$ cat src/rtl/imem_loader_pkg.sv
// Shared types and constants for the instruction-memory loader.
// Optional checksum trailer is enabled with `define IMEM_LOADER_CHECKSUM_EN.
package imem_loader_pkg;

  localparam int unsigned WORD_BYTES = 4;
  localparam int unsigned XLEN       = 32;
  localparam int unsigned LANE_W     = $clog2(WORD_BYTES);

  typedef enum logic [2:0] {
    S_CNT_LO = 3'd0,
    S_CNT_HI = 3'd1,
    S_DATA   = 3'd2,
    S_CSUM   = 3'd3,
    S_DONE   = 3'd4,
    S_ERR    = 3'd5
  } state_t;

  // True when a program of n words fits a memory of 2**addr_w words.
  function automatic logic count_fits(input logic [15:0] n, input int unsigned addr_w);
    return 32'(n) <= (32'd1 << addr_w);
  endfunction

endpackage

$ cat src/rtl/imem_loader_if.sv
// Byte-stream input and program-memory write bus of the loader.
// master: the loader (accepts bytes, drives memory writes); slave: the environment.
interface imem_loader_if
  import imem_loader_pkg::*;
#(
  parameter int unsigned ADDR_W = 8
);

  logic              byte_valid;
  logic [7:0]        byte_data;
  logic              byte_ready;
  logic              imem_we;
  logic [ADDR_W-1:0] imem_addr;
  logic [XLEN-1:0]   imem_wdata;

  modport master (
    input  byte_valid,
    input  byte_data,
    output byte_ready,
    output imem_we,
    output imem_addr,
    output imem_wdata
  );

  modport slave (
    output byte_valid,
    output byte_data,
    input  byte_ready,
    input  imem_we,
    input  imem_addr,
    input  imem_wdata
  );

endinterface

$ cat src/rtl/imem_word_assembler.sv
// Little-endian byte-to-word assembler. Lanes 0..2 are held in a register;
// the top lane comes straight from the incoming byte so the completed word
// is available on the same cycle as the final byte.
module imem_word_assembler
  import imem_loader_pkg::*;
(
  input  logic            clk,
  input  logic            reset,
  input  logic            i_byte_valid,
  input  logic [7:0]      i_byte_data,
  output logic            o_word_valid,
  output logic [XLEN-1:0] o_word
);

  localparam logic [LANE_W-1:0] LAST_LANE = LANE_W'(WORD_BYTES - 1);

  logic [LANE_W-1:0] r_lane;
  logic [XLEN-9:0]   r_lanes;

  // Advance the lane index and capture the byte into its lane.
  always_ff @(posedge clk) begin
    if (reset) begin
      r_lane  <= '0;
      r_lanes <= '0;
    end else if (i_byte_valid) begin
      r_lane <= (r_lane == LAST_LANE) ? '0 : r_lane + 1'b1;
      for (int k = 0; k < WORD_BYTES - 1; k++) begin
        if (r_lane == LANE_W'(k)) begin
          r_lanes[8*k +: 8] <= i_byte_data;
        end
      end
    end
  end

  assign o_word_valid = i_byte_valid && (r_lane == LAST_LANE);
  assign o_word       = {i_byte_data, r_lanes};

endmodule

$ cat src/rtl/imem_loader.sv
// Instruction-memory loader: receives a counted byte frame, writes words to
// consecutive addresses from 0, and holds the core in reset until done.
// Define IMEM_LOADER_CHECKSUM_EN to require a trailing XOR checksum byte.
module imem_loader
  import imem_loader_pkg::*;
#(
  parameter int unsigned ADDR_W = 8
) (
  input  logic          clk,
  input  logic          reset,
  imem_loader_if.master bus,
  output logic          core_reset,
  output logic          load_done,
  output logic          load_error
);

`ifdef IMEM_LOADER_CHECKSUM_EN
  localparam state_t S_END = S_CSUM;
`else
  localparam state_t S_END = S_DONE;
`endif

  state_t            r_state;
  state_t            w_state_d;
  logic [15:0]       r_count;
  logic [15:0]       r_word_idx;
  logic              r_byte_ready;
  logic              r_we;
  logic [ADDR_W-1:0] r_addr;
  logic [XLEN-1:0]   r_wdata;
  logic              r_core_reset;
  logic              r_done;
  logic              r_err;
`ifdef IMEM_LOADER_CHECKSUM_EN
  logic [7:0]        r_csum;
`endif

  logic              w_xfer;
  logic              w_asm_valid;
  logic              w_word_valid;
  logic [XLEN-1:0]   w_word;
  logic [15:0]       w_count_full;
  logic              w_last_word;

  assign w_xfer       = bus.byte_valid && r_byte_ready;
  assign w_asm_valid  = w_xfer && (r_state == S_DATA);
  assign w_count_full = {bus.byte_data, r_count[7:0]};
  assign w_last_word  = (r_word_idx == r_count - 16'd1);

  imem_word_assembler u_asm (
    .clk          (clk),
    .reset        (reset),
    .i_byte_valid (w_asm_valid),
    .i_byte_data  (bus.byte_data),
    .o_word_valid (w_word_valid),
    .o_word       (w_word)
  );

  // Next-state decode; state only moves on an accepted byte.
  always_comb begin
    w_state_d = r_state;
    unique case (r_state)
      S_CNT_LO: if (w_xfer) w_state_d = S_CNT_HI;
      S_CNT_HI: begin
        if (w_xfer) begin
          if (w_count_full == 16'd0) begin
            w_state_d = S_END;
          end else if (!count_fits(w_count_full, ADDR_W)) begin
            w_state_d = S_ERR;
          end else begin
            w_state_d = S_DATA;
          end
        end
      end
      S_DATA: if (w_word_valid && w_last_word) w_state_d = S_END;
`ifdef IMEM_LOADER_CHECKSUM_EN
      S_CSUM: begin
        if (w_xfer) w_state_d = (bus.byte_data == r_csum) ? S_DONE : S_ERR;
      end
`else
      S_CSUM: w_state_d = S_ERR;
`endif
      S_DONE:  w_state_d = S_DONE;
      S_ERR:   w_state_d = S_ERR;
      default: w_state_d = S_ERR;
    endcase
  end

  // State register plus all registered outputs, counters and write bus.
  always_ff @(posedge clk) begin
    if (reset) begin
      r_state      <= S_CNT_LO;
      r_count      <= '0;
      r_word_idx   <= '0;
      r_byte_ready <= 1'b0;
      r_we         <= 1'b0;
      r_addr       <= '0;
      r_wdata      <= '0;
      r_core_reset <= 1'b1;
      r_done       <= 1'b0;
      r_err        <= 1'b0;
`ifdef IMEM_LOADER_CHECKSUM_EN
      r_csum       <= '0;
`endif
    end else begin
      r_state      <= w_state_d;
      r_byte_ready <= (w_state_d == S_CNT_LO) || (w_state_d == S_CNT_HI) ||
                      (w_state_d == S_DATA) || (w_state_d == S_CSUM);
      r_we         <= w_word_valid;
      r_done       <= (w_state_d == S_DONE);
      r_err        <= (w_state_d == S_ERR);
      // Lags S_DONE by one edge so the final write completes with the core held.
      r_core_reset <= (r_state != S_DONE);

      if (w_xfer && (r_state == S_CNT_LO)) r_count[7:0]  <= bus.byte_data;
      if (w_xfer && (r_state == S_CNT_HI)) r_count[15:8] <= bus.byte_data;

      if (w_word_valid) begin
        r_addr     <= r_word_idx[ADDR_W-1:0];
        r_wdata    <= w_word;
        r_word_idx <= r_word_idx + 16'd1;
      end
`ifdef IMEM_LOADER_CHECKSUM_EN
      if (w_xfer) r_csum <= r_csum ^ bus.byte_data;
`endif
    end
  end

  assign bus.byte_ready = r_byte_ready;
  assign bus.imem_we    = r_we;
  assign bus.imem_addr  = r_addr;
  assign bus.imem_wdata = r_wdata;
  assign core_reset     = r_core_reset;
  assign load_done      = r_done;
  assign load_error     = r_err;

endmodule

$ cat src/flat_wrapper.sv
// flat-port wrapper written by rule: the top's interface ports become plain ports
module imem_loader_flat import imem_loader_pkg::*;
#(
  parameter int unsigned ADDR_W = 8
)
  (clk, reset, core_reset, load_done, load_error, bus_byte_valid, bus_byte_data, bus_byte_ready, bus_imem_we, bus_imem_addr, bus_imem_wdata);
  imem_loader_if #(.ADDR_W(ADDR_W)) bus_i ();
  input  logic clk;
  input  logic reset;
  output logic core_reset;
  output logic load_done;
  output logic load_error;
  input wire logic [$bits(bus_i.byte_valid)-1:0] bus_byte_valid;
  input wire logic [$bits(bus_i.byte_data)-1:0] bus_byte_data;
  output wire logic [$bits(bus_i.byte_ready)-1:0] bus_byte_ready;
  output wire logic [$bits(bus_i.imem_we)-1:0] bus_imem_we;
  output wire logic [$bits(bus_i.imem_addr)-1:0] bus_imem_addr;
  output wire logic [$bits(bus_i.imem_wdata)-1:0] bus_imem_wdata;
  assign bus_i.byte_valid = bus_byte_valid;
  assign bus_i.byte_data = bus_byte_data;
  assign bus_byte_ready = bus_i.byte_ready;
  assign bus_imem_we = bus_i.imem_we;
  assign bus_imem_addr = bus_i.imem_addr;
  assign bus_imem_wdata = bus_i.imem_wdata;
  imem_loader #(.ADDR_W(ADDR_W)) u_core (.clk(clk), .reset(reset), .bus(bus_i), .core_reset(core_reset), .load_done(load_done), .load_error(load_error));
endmodule
$ cat config.mk
export PLATFORM = sky130hd
export DESIGN_NAME = imem_loader_flat
export DESIGN_NICKNAME = d
export VERILOG_FILES = /design/src/rtl/imem_loader_pkg.sv /design/src/rtl/imem_loader_if.sv /design/src/rtl/imem_word_assembler.sv /design/src/rtl/imem_loader.sv /design/src/flat_wrapper.sv
export SDC_FILE = /design/constraint.sdc
export NUM_CORES = 1
export LEC_CHECK = 0
export ABC_AREA = 1
export CAP_MARGIN = 20
export CORE_MARGIN = 8
export CORE_UTILIZATION = 49
export DETAILED_ROUTE_END_ITERATION = 10
export GPL_TIMING_DRIVEN = 0
export PLACE_DENSITY = 0.71
export SYNTH_ARGS = -nofsm -noshare
export SYNTH_HDL_FRONTEND = slang
export SYNTH_HIERARCHICAL = 1
export SYNTH_SLANG_ARGS = --single-unit
$ cat constraint.sdc
create_clock -name clk -period 3.7 [get_ports clk]
set_input_delay 0.925 -clock clk [delete_from_list [all_inputs] [get_ports clk]]
set_output_delay 0.925 -clock clk [all_outputs]
set_load 0.01 [all_outputs]
**Word level (Yosys, flattened, before mapping)**

Index checks and enable logic that the tools add are counted.
Widths: inputs -> output; s select.

- $add $sub $neg: 3
- Reduce and logical (&&, ||, !) cells: 16
- Eq/ne operators: 13
- Order comparisons: 1
- Multiplexer cells: 7

Operators by type and width:

| kind | count |
|---|---|
| $add 16x1->16 const B | 1 |
| $eq 16x16->1 | 1 |
| $le 16x9->1 const B | 1 |
| $logic_not 16->1 | 1 |
| $sub 16x1->16 const B | 1 |
| $mux 3 | 5 |
| $pmux 3 s4 | 1 |
| $eq 3x2->1 const B | 3 |
| $eq 3x3->1 const B | 3 |
| $eq 3x1->1 const B | 2 |
| $logic_and 1x1->1 | 6 |
| $logic_not 3->1 | 2 |
| $reduce_and 2->1 | 3 |
| $eq 2x2->1 const B | 2 |
| $logic_or 1x1->1 | 3 |
| $ne 3x3->1 const B | 1 |
| $add 2x1->2 const B | 1 |
| $eq 2x1->1 const B | 1 |
| $logic_not 2->1 | 1 |
| $mux 2 | 1 |

- Output and inout bits: 45
- Bits in registers: 106

**Longest topological paths before layout**

Gate-level depths: netlist of run 1.

- Depth after elaboration: 10
- Mapped depth: 14
- Mapped depth without buffers: 14

**Hierarchy**

Netlist of run 1, hierarchy kept.

Modules (own cells, without submodules):

| module | area each (µm²) | cells an instance | instances |
|---|---|---|---|
| imem_loader | 3,656.0 | 529 | 1 |
| imem_word_assembler | 1,183.6 | 180 | 1 |

**Least setup slack after synthesis of run 1**

No wires, ideal clock.

- Path type: input-to-reg
- Start point: input bus_byte_valid
- End point: register u_core.r_word_idx[13]
- Stages: 14
- Required time: 3.585 ns
- Path slack: 0.754 ns
- Library setup time: 0.115 ns
- Data arrival time: 2.831 ns
- Path through: nand2_1 -> nor4_1 -> nand2_1 -> inv_1 -> buf_2 -> nand2_1 -> nor3_2 -> nand3_1 -> nor2_2 -> nand3_1 -> nor3_2 -> nand3_1 -> nand2_1 -> nor2_1

- Longest elaborated chain between the ends: 3

Ends and longest elaborated chain:

| what | RTL line | text |
|---|---|---|
| from (decl) | flat_wrapper.sv:13 | `input wire logic [$bits(bus_i.byte_valid)-1:0] bus_byte_valid;` |
| $logic_and 1x1->1 | imem_loader.sv:45 | `assign w_xfer = bus.byte_valid && r_byte_ready;` |
| $logic_and 1x1->1 | imem_loader.sv:46 | `assign w_asm_valid = w_xfer && (r_state == S_DATA);` |
| net u_core.w_asm_valid | imem_loader.sv:39 | `logic w_asm_valid;` |
| $logic_and 1x1->1 | imem_word_assembler.sv:35 | `assign o_word_valid = i_byte_valid && (r_lane == LAST_LANE);` |
| net u_core.w_word_valid | imem_loader.sv:40 | `logic w_word_valid;` |
| to (signal assigned) | imem_loader.sv:121 | `r_word_idx <= r_word_idx + 16'd1;` |
| to (decl) | imem_loader.sv:26 | `logic [15:0] r_word_idx;` |

The timed path passes the listed nets, and every way through them passes these cells.
A chain may end at the register's enable or synchronous reset.

**Final worst setup path of run 1**

Same ends and word-level chain as after synthesis.

==> results of run 1 <==
-- per-layer routing --
metal / up-vias / global-route usage (%) / share of wire, %
met2: 130 / 32.64 / 46
met5: - / 0 / 0
met4: 0 / 7.968 / 2.7
li1: 2335 / - / -
met3: 24 / 4.832 / 5.6
met1: 2087 / 24.64 / 46
-- path summary, 6_finish.rpt --
kind	cells past startpoint	end
min	2	u_core/bus.imem_addr[2]$_SDFFE_PP0P_
min reg2reg	2	u_core/bus.imem_addr[2]$_SDFFE_PP0P_
max reg2reg	14	u_core/r_word_idx[13]$_SDFFE_PP0P_
max	15	u_core/r_word_idx[13]$_SDFFE_PP0P_
-- what timing repair did --
item	CTS	global route
hold buffers	0	0
resized for setup	1	1
gates cloned	0	0
endpoints found under the setup margin	2	2
-- sequential cells by signal (all words and copies together) (netlist names) --
| signal | flops |
|---|---|
| u_core/core_reset | 1 |
| u_core/load_done | 1 |
| u_core/u_asm/r_lane | 2 |
| u_core/bus.imem_addr | 8 |
| u_core/load_error | 1 |
| u_core/bus.imem_we | 1 |
| u_core/r_state | 3 |
| u_core/bus.imem_wdata | 32 |
| u_core/u_asm/r_lanes | 24 |
| u_core/r_word_idx | 16 |
| u_core/r_count | 16 |
| u_core/bus.byte_ready | 1 |
-- critical path: cells and delay by family --
family | cells | cell delay, ns
buffers and inverters | 3 | 0.84
and+or+nand+nor | 12 | 1.85
-- stage by stage --
step / TNS, ns / instance area, um2
global placement: -1.740 / 5557
floorplan: 0 / 4840
CTS: 0 / 5791
finish: 0 / 5799
global route: 0 / 5799
detailed placement: -3.908 / 5557
-- kinds of logic after synthesis --
| family | count (synthesis) |
|---|---|
| AO/OA/AOI/OAI | 100 |
| adder cells (fa/ha/maj) | 6 |
| AND/OR/NAND/NOR | 373 |
| flip-flops | 106 |
| buffers and inverters | 117 |
| XOR/XNOR | 7 |
-- report_power, final --
group          switching (uW)  internal (uW)
Sequential               15.5           1150
Clock                     389            422
Combinational             167           88.6
Total                     571           1660
-- cells in the mapped netlist, types with 2 or more instances --
library cell / instances / share of area [%]
o21ai_0: 54 / 5.6
nor2_4: 2 / 0.47
inv_1: 77 / 6.0
a21oi_1: 36 / 3.7
ha_1: 6 / 1.6
nand3_1: 28 / 2.9
nor2_1: 157 / 12
xnor2_1: 5 / 0.90
clkbuf_1: 15 / 1.2
nor2_2: 10 / 1.3
nand3b_1: 2 / 0.31
nor3_1: 9 / 0.93
buf_2: 2 / 0.21
inv_2: 6 / 0.47
nand2_1: 149 / 12
nor4_1: 2 / 0.26
dfxtp_1: 106 / 44
buf_4: 11 / 1.7
nand4_1: 4 / 0.52
a211oi_1: 2 / 0.31
nand2_2: 2 / 0.26
clkbuf_4: 2 / 0.31
clkinv_1: 3 / 0.23
nor3_2: 5 / 1.0
o21ai_1: 4 / 0.41
-- cell type report --
| type | count | area (um2) |
|---|---|---|
| Clock buffer | 13 | 158.9 |
| Sequential cell | 106 | 2122 |
| Multi-Input combinational cell | 486 | 2242 |
| Fill cell | 909 | 3885 |
| Tap cell | 133 | 166.4 |
| Buffer | 31 | 167.7 |
| Inverter | 86 | 322.8 |
| Clock inverter | 3 | 68.82 |
| Timing Repair Buffer | 55 | 550.5 |
==> impl_metrics.yaml, run 1 <==
outcome:
  run_status: "complete, no violations"
timing:
  rsz0062_at_grt: "false"
  setup_viol: 0
  slew_violations: 0
  relSlewSlack_pct: 55.67
  hold_viol: 0
  min_period_ns: 3.363
  finalWorstSetupSlack_ns: 0.3369
  period_share_pct: 90.89
  fin_hold_ws_ns: 0.4732
  fmax_mhz: 297.3
  worstMarginPinSlew_ns: 0.6649
  skew_ns: 0.01289
setup_path:
  rr_startpoint: "u_core/r_state[1]$_SDFF_PP0_"
  setup.worst_path.class: "input pin to flop"
  reg2reg_slack_ns: 0.93
  worst_ep_arrival_time_ns: 3.63
  critPathLaunch: "bus_byte_valid"
  cp_slowest_cell: "clkdlybuf4s50_1"
  critPathCaptureType: "flop"
  crit_path_max_fanout: 10
  worstPathCellList: "clkdlybuf4s50_1 -> nand2_1 -> nor4_4 -> nand2_1 -> inv_1 -> buf_2 -> nand2_1 -> nor3_2 -> nand3_1 -> nor2_2 -> nand3_1 -> nor3_2 -> nand3_1 -> nand2_1 -> nor2_1"
  worstPathRequired_ns: 3.96
  startpoint_type: "input pin"
  crit_top_cell: "nand2_1"
  max_stage_delay_ns: 0.45
placement:
  port_buffers: 55
  gp_congestion: 0.8644
  place_inst: 897
  place_ws_ns: -0.5334
  dp_hpwl_mm: 9.218
floorplanning:
  start_util_pct: 49.97
  die_area_um2: 13310
  core-area_um2: 9684
  num_rows: 36
  die_h_um: 115.4
  die_w_um: 115.4
  io_pins: 56
final_layout:
  diodes: 0
  synthToLayoutAreaGrowth_pct: 19.83
  final_util_pct: 59.88
  final_common_cell: "nor2_1"
  layoutNonFillerInstCount: 913
  drive_above_1_share_pct: 7.179
  most-common-layout-cells: "157 x nor2_1, 149 x nand2_1, 106 x dfxtp_1"
  num-nets-final: 792
synth:
  ys_warn_count: 6
  synthSimpleGateAreaFrac_pct: 32.24
  ys_ff_latch: 106
  synth_top_family_by_area: "simple AND/OR/NAND/NOR gates"
  synth_area_per_cell_um2: 6.826
  synth-seq-area-share_pct: 43.85
  synth_flop_cell: "dfxtp_1"
  synth_cells: 709
  synth_area_um2: 4840
  synth_compound_area_share_pct: 10.68
  synthAdderAreaFrac_pct: 1.551
  syn_nets: 726
  synthMuxAreaShare_pct: 0
  async_reset_ff_share_pct: 0
  synth_edf_count: 0
  synth_xor_area_share_pct: 1.551
  yosysUniqueCellTypes: 35
routing:
  wl_per_cell_um: 13.82
  via_per_inst: 5.012
  drcViolationCount: 0
  num_vias: 4576
  ant_nets: 0
  wl_mm: 12.62
  drt_iter0_drc: 221
  first_pass_iters: 7
clocking:
  ctsRootBufferMaster: "clkbuf_8"
  postCtsSetupRepairBufs: 0
  insertion_delay_ns: 0.37
  clk_path_buf_depth: 2
  h-tree-depth: 3
  clkSlewWorstSetupHoldPaths_ns: 0.09
  cts_tree: "yes"
  cts_sinks: 106
  numCtsBuffers: 9
global_routing:
  grt_max_degree: 17
  grt_pass1_vias: 4387
  overflow: 0
  grt_pass1_wl_mm: 21.05
  antenna_found_initial: 0
  grt_use_total_pct: 19.96
min_path:
  hp-start: "u_core/bus.imem_addr[2]$_SDFFE_PP0P_"
  hold_path.class: "flop to flop"
power_and_ir_drop:
  p_per_area_nw_per_um2: 385.3
  power_uw: 2235
  vdd_ir_drop_max_uv: 215.0
  power.leakage_uw: 0.002652
run:
  maxCapViolCount: 0
Power figures use the tool's default switching activity.
==> run 2, diff against run 1 <==
--- a/config.mk
+++ b/config.mk
@@ -7,7 +7,6 @@
 export LEC_CHECK = 0
 export ABC_AREA = 1
 export CAP_MARGIN = 20
-export CORE_MARGIN = 8
 export CORE_UTILIZATION = 49
 export DETAILED_ROUTE_END_ITERATION = 10
 export GPL_TIMING_DRIVEN = 0
==> impl_metrics.yaml, run 2 (synthesis gave the netlist of run 1 again) <==
floorplanning:
  die_area_um2: 10280
  core-area_um2: 9415
  num_rows: 35
  start_util_pct: 51.40
  die_h_um: 101.4
  io_pins: 56
  die_w_um: 101.4
final_layout:
  most-common-layout-cells: "157 x nor2_1, 149 x nand2_1, 106 x dfxtp_1"
  diodes: 0
  final_common_cell: "nor2_1"
  largest_register_ffs: 32
  synthToLayoutAreaGrowth_pct: 19.42
  num-nets-final: 792
  drive_above_1_share_pct: 7.308
  nFillCells: 906
  design_area_um2: 5779
power_and_ir_drop:
  power_uw: 2192
  vdd_ir_drop_max_uv: 244.9
  power.leakage_uw: 0.002641
  p_per_area_nw_per_um2: 379.3
timing:
  final.setup.tns_ns: 0
  skew_ns: 0.01074
  relSlewSlack_pct: 55.12
  hold_viol: 0
  finalWorstSetupSlack_ns: 0.4159
  worstMarginPinSlew_ns: 0.6732
  rsz0062_at_grt: "false"
  min_period_ns: 3.284
  fmax_mhz: 304.5
  slew_violations: 0
  period_share_pct: 88.76
  setup_viol: 0
setup_path:
  worst_ep_arrival_time_ns: 3.56
  startpoint_type: "input pin"
  reg2reg_slack_ns: 1.01
  crit_path_max_fanout: 10
  max_stage_delay_ns: 0.45
  worstPathRequired_ns: 3.98
  rr_startpoint: "u_core/r_state[1]$_SDFF_PP0_"
  critPathLaunch: "bus_byte_valid"
  critPathCaptureType: "flop"
  crit_top_cell: "nand2_1"
  worstPathCellList: "clkdlybuf4s50_1 -> nand2_1 -> nor4_4 -> nand2_1 -> inv_1 -> buf_2 -> nand2_1 -> nor3_2 -> nand3_1 -> nor2_2 -> nand3_1 -> nor3_2 -> nand3_1 -> nand2_1 -> nor2_1"
  setup.worst_path.class: "input pin to flop"
  cp_slowest_cell: "clkdlybuf4s50_1"
clocking:
  h-tree-depth: 3
  cts_sinks: 106
  ctsRootBufferMaster: "clkbuf_8"
  clk_path_buf_depth: 2
  insertion_delay_ns: 0.38
  numCtsBuffers: 9
  postCtsSetupRepairBufs: 0
  clkSlewWorstSetupHoldPaths_ns: 0.11
  cts_tree: "yes"
placement:
  placed_cell_area_um2: 5552
  place_ws_ns: -0.5164
  port_buffers: 55
  gp_congestion: 0.8599
  dp_hpwl_mm: 9.015
global_routing:
  antenna_found_initial: 0
  grt_max_degree: 20
  grt_pass1_wl_mm: 20.25
  grt_use_total_pct: 25.66
  overflow: 0
  grt_pass1_vias: 4257
routing:
  first_pass_iters: 5
  highest_layer: "met4"
  route.met3.wl_um: 592
  wl_mm: 12.31
  drcViolationCount: 0
  via_per_inst: 4.999
  m1WireLength_mm: 5.689
  met2WireLength_mm: 5.846
  drt_iter0_drc: 229
  wl_per_cell_um: 13.54
  num_vias: 4544
  ant_nets: 0
min_path:
  hold_path.class: "flop to flop"
  hp-start: "u_core/bus.imem_addr[6]$_SDFFE_PP0P_"
run:
  maxCapViolCount: 0
outcome:
  run_status: "complete, no violations"
run 2: changes by cell type in the layout (fill, tap and decap cells not counted):
cell        change
clkbuf_1        -1
bufinv_16       -1
clkinvlp_4      +1
clkbuf_8        -2
inv_8           +2
clkinv_8        +1
run 2: final cells by class:
cell class	count	area, um2	area share (%)
tap	129	161.4	2.793
buffer	31	167.7	2.901
multi-input combinational	486	2242	38.80
clock inverter	6	85.08	1.472
sequential	106	2122	36.72
timing repair buffer	55	550.5	9.526
inverter	86	322.8	5.586
clock buffer	10	127.6	2.208
run 2: power by group:
part	internal, uW	total (uW)	leakage, uW	switching (uW)
logic	88.6	257	0.00168	168
registers	1150	1170	0.000856	15.5
clock network	331	766	0.000104	435
run 2: worst paths after layout:
path,end,cells after the start
max,u_core/r_word_idx[13]$_SDFFE_PP0P_,15
min,u_core/bus.imem_addr[6]$_SDFFE_PP0P_,2
max reg2reg,u_core/r_word_idx[13]$_SDFFE_PP0P_,14
min reg2reg,u_core/bus.imem_addr[6]$_SDFFE_PP0P_,2
run 2: metrics by stage:
step	utilization [%]	cells	hold WS, ns
4_1_cts	61.29	909	0.4785
5_1_grt	61.38	909	0.5013
3_5_place_dp	58.96	893	0.4618
2_1_floorplan	-	709	0.4377
6_report	61.38	909	0.4742
3_3_place_gp	58.96	893	0.4526
run 2: timing repair:
item,4_1_cts,5_1_grt
endpoints found under the hold margin,0,0
endpoints found under the setup margin,2,1
hold buffers,0,0
cloned,0,0
resized for setup,1,1
run 2: critical path: cells and delay by family:
| family | cells | cell delay (ns) |
|---|---|---|
| and+or+nand+nor | 12 | 1.82 |
| buffers and inverters | 3 | 0.82 |
run 2: routing by layer:
layer  global-route usage, %  vias up
met5                       0        -
met4                   7.246        0
met3                   4.072       12
met2                   44.48      120
met1                   33.05     2078
li1                        -     2334
==> edit: new RTL, settings of run 1 <==
Set the package constant `WORD_BYTES` to 2 (it was 4).
--- a/src/rtl/imem_loader_pkg.sv
+++ b/src/rtl/imem_loader_pkg.sv
@@ -2,7 +2,7 @@
 // Optional checksum trailer is enabled with `define IMEM_LOADER_CHECKSUM_EN.
 package imem_loader_pkg;
 
-  localparam int unsigned WORD_BYTES = 4;
+  localparam int unsigned WORD_BYTES = 2;
   localparam int unsigned XLEN       = 32;
   localparam int unsigned LANE_W     = $clog2(WORD_BYTES);
 
Formal check against the unedited RTL: not equivalent (a bounded check fails within 10 cycles, from zero or initial values and one cycle with reset high).
==> edit against run 1 <==
  * Sequential share of layout area decreased by 2.3 points
  * Total power down 11%
  * Final cell count fell by 12%
  * Core utilization up 0.80 points
  * Wire length down 15%
  * Area after synthesis fell by 13%
  * Critical path type unchanged
  * Final area fell by 11%
  * Worst setup slack better by 65 ps
  * Sequential cell count down 17
  * Clock power shrank 9.2%
==> edit: results (changes against run 1) <==
p_leak_uw: 0.00229  # -14%
fmax_mhz: 303  # +2.0%
grt_pass1_vias: 3843  # -12%
nClkBuffers: 9  # -4
place_area_mm2: 0.00497  # -11%
hold_ws_ps: 473  # -0.202 ps
dp_cells: 790  # -12%
multi_input_area_mm2: 0.00198  # -11%
synth_seq_area_share: 0.421  # -0.0173
power_clock_uw: 736  # -9.2%
num-multi-input-gates: 426  # -12%
buffers: 98  # +14%
n_tap_cell: 108  # -19%
num_vias: 4039  # -12%
dp_hpwl_mm: 8.08  # -12%
grt_pass1_wl_mm: 17.9  # -15%
p_total_uw: 1980  # -11%
drive_gt1_frac: 0.102  # +0.0301
wl_per_cell_um: 13.4  # -3.2%
powerDensity_mw_per_mm2: 382  # -0.73%
grt_use_met1: 0.229  # -0.0173
drtIter0Drc: 201  # -9.0%
synthCells: 612  # -14%
dr.pass1.iters: 4  # -3
globalplace.congestion: 0.849  # -1.8%
antenna_cells: 0  # unchanged
arrival_ps: 3560  # -70 ps
grt_util_all_layers: 0.190  # -0.0100
hold_end: "u_core/bus.imem_addr[6]"
synthXorXnorAreaFrac: 0.0177  # +0.00223
yosysUniqueCellTypes: 36  # +2.9%
ir_drop_v: 0.000324  # +51%
slew_headroom: 0.547  # -0.00972
synthAdderAreaFrac: 0.00592  # -0.00960
outcome: "completed"
antenna_found_initial: 0  # unchanged
grt_max_degree: 16  # -1
synth-compound-area-share: 0.122  # +0.0154
clk_share: 0.0417  # +0.00245
use_met2: 0.309  # -0.0174
hp-start: "u_core/bus.imem_addr[6]"
place_worst_setup_slack_ps: -53.3  # +480 ps
ys_top_cells_by_count: "nor2_1, nand2_1, dfxtp_1"
instances_no_fill: 805  # -12%
insertion_delay_ps: 350  # -20 ps
pg_seq_uw: 985  # -16%
p_switching_uw: 535  # -6.3%
nonClkBufAreaFrac: 0.156  # +0.0327
n_fill_cell: 815  # -10%
fin_nets: 706  # -11%
dominant-cell-class: "multi-input gates"
cts_resized: 0  # -1
seq_cells: 89  # -16%
grtUsageMet3: 0.0514  # +0.00310
reg2reg_slack_ps: 1030  # +100 ps
ff2ff_path_depth: 15  # +1
inverters_excl_clock: 69  # -20%
## edit: cell types whose count changed in the layout (fill, tap and decap cells not counted), moves of 4 or more
cell / run 1 / this run
nand2_1: 149 / 103
nor2_1: 157 / 122
inv_1: 77 / 58
dfxtp_1: 106 / 89
conb_1: 0 / 16
buf_4: 11 / 24
nand3_1: 28 / 36
ha_1: 6 / 2
## edit: metal layers
metal,share of wire,vias to the layer above
met4,0.019,0
met2,0.46,105
met5,0,-
met3,0.068,17
met1,0.45,1850
li1,-,2067
## edit: worst max path at each step
stage,endpoint,depth (start not counted),from
6_report,u_core/r_word_idx[13],16,bus_byte_valid
5_1_grt,u_core/r_word_idx[13],16,bus_byte_valid
4_1_cts,u_core/r_word_idx[13],16,bus_byte_valid
3_5_place_dp,u_core/r_word_idx[13],16,bus_byte_valid
3_3_place_gp,u_core/r_word_idx[13],16,bus_byte_valid
2_1_floorplan,u_core/r_word_idx[13],15,bus_byte_valid
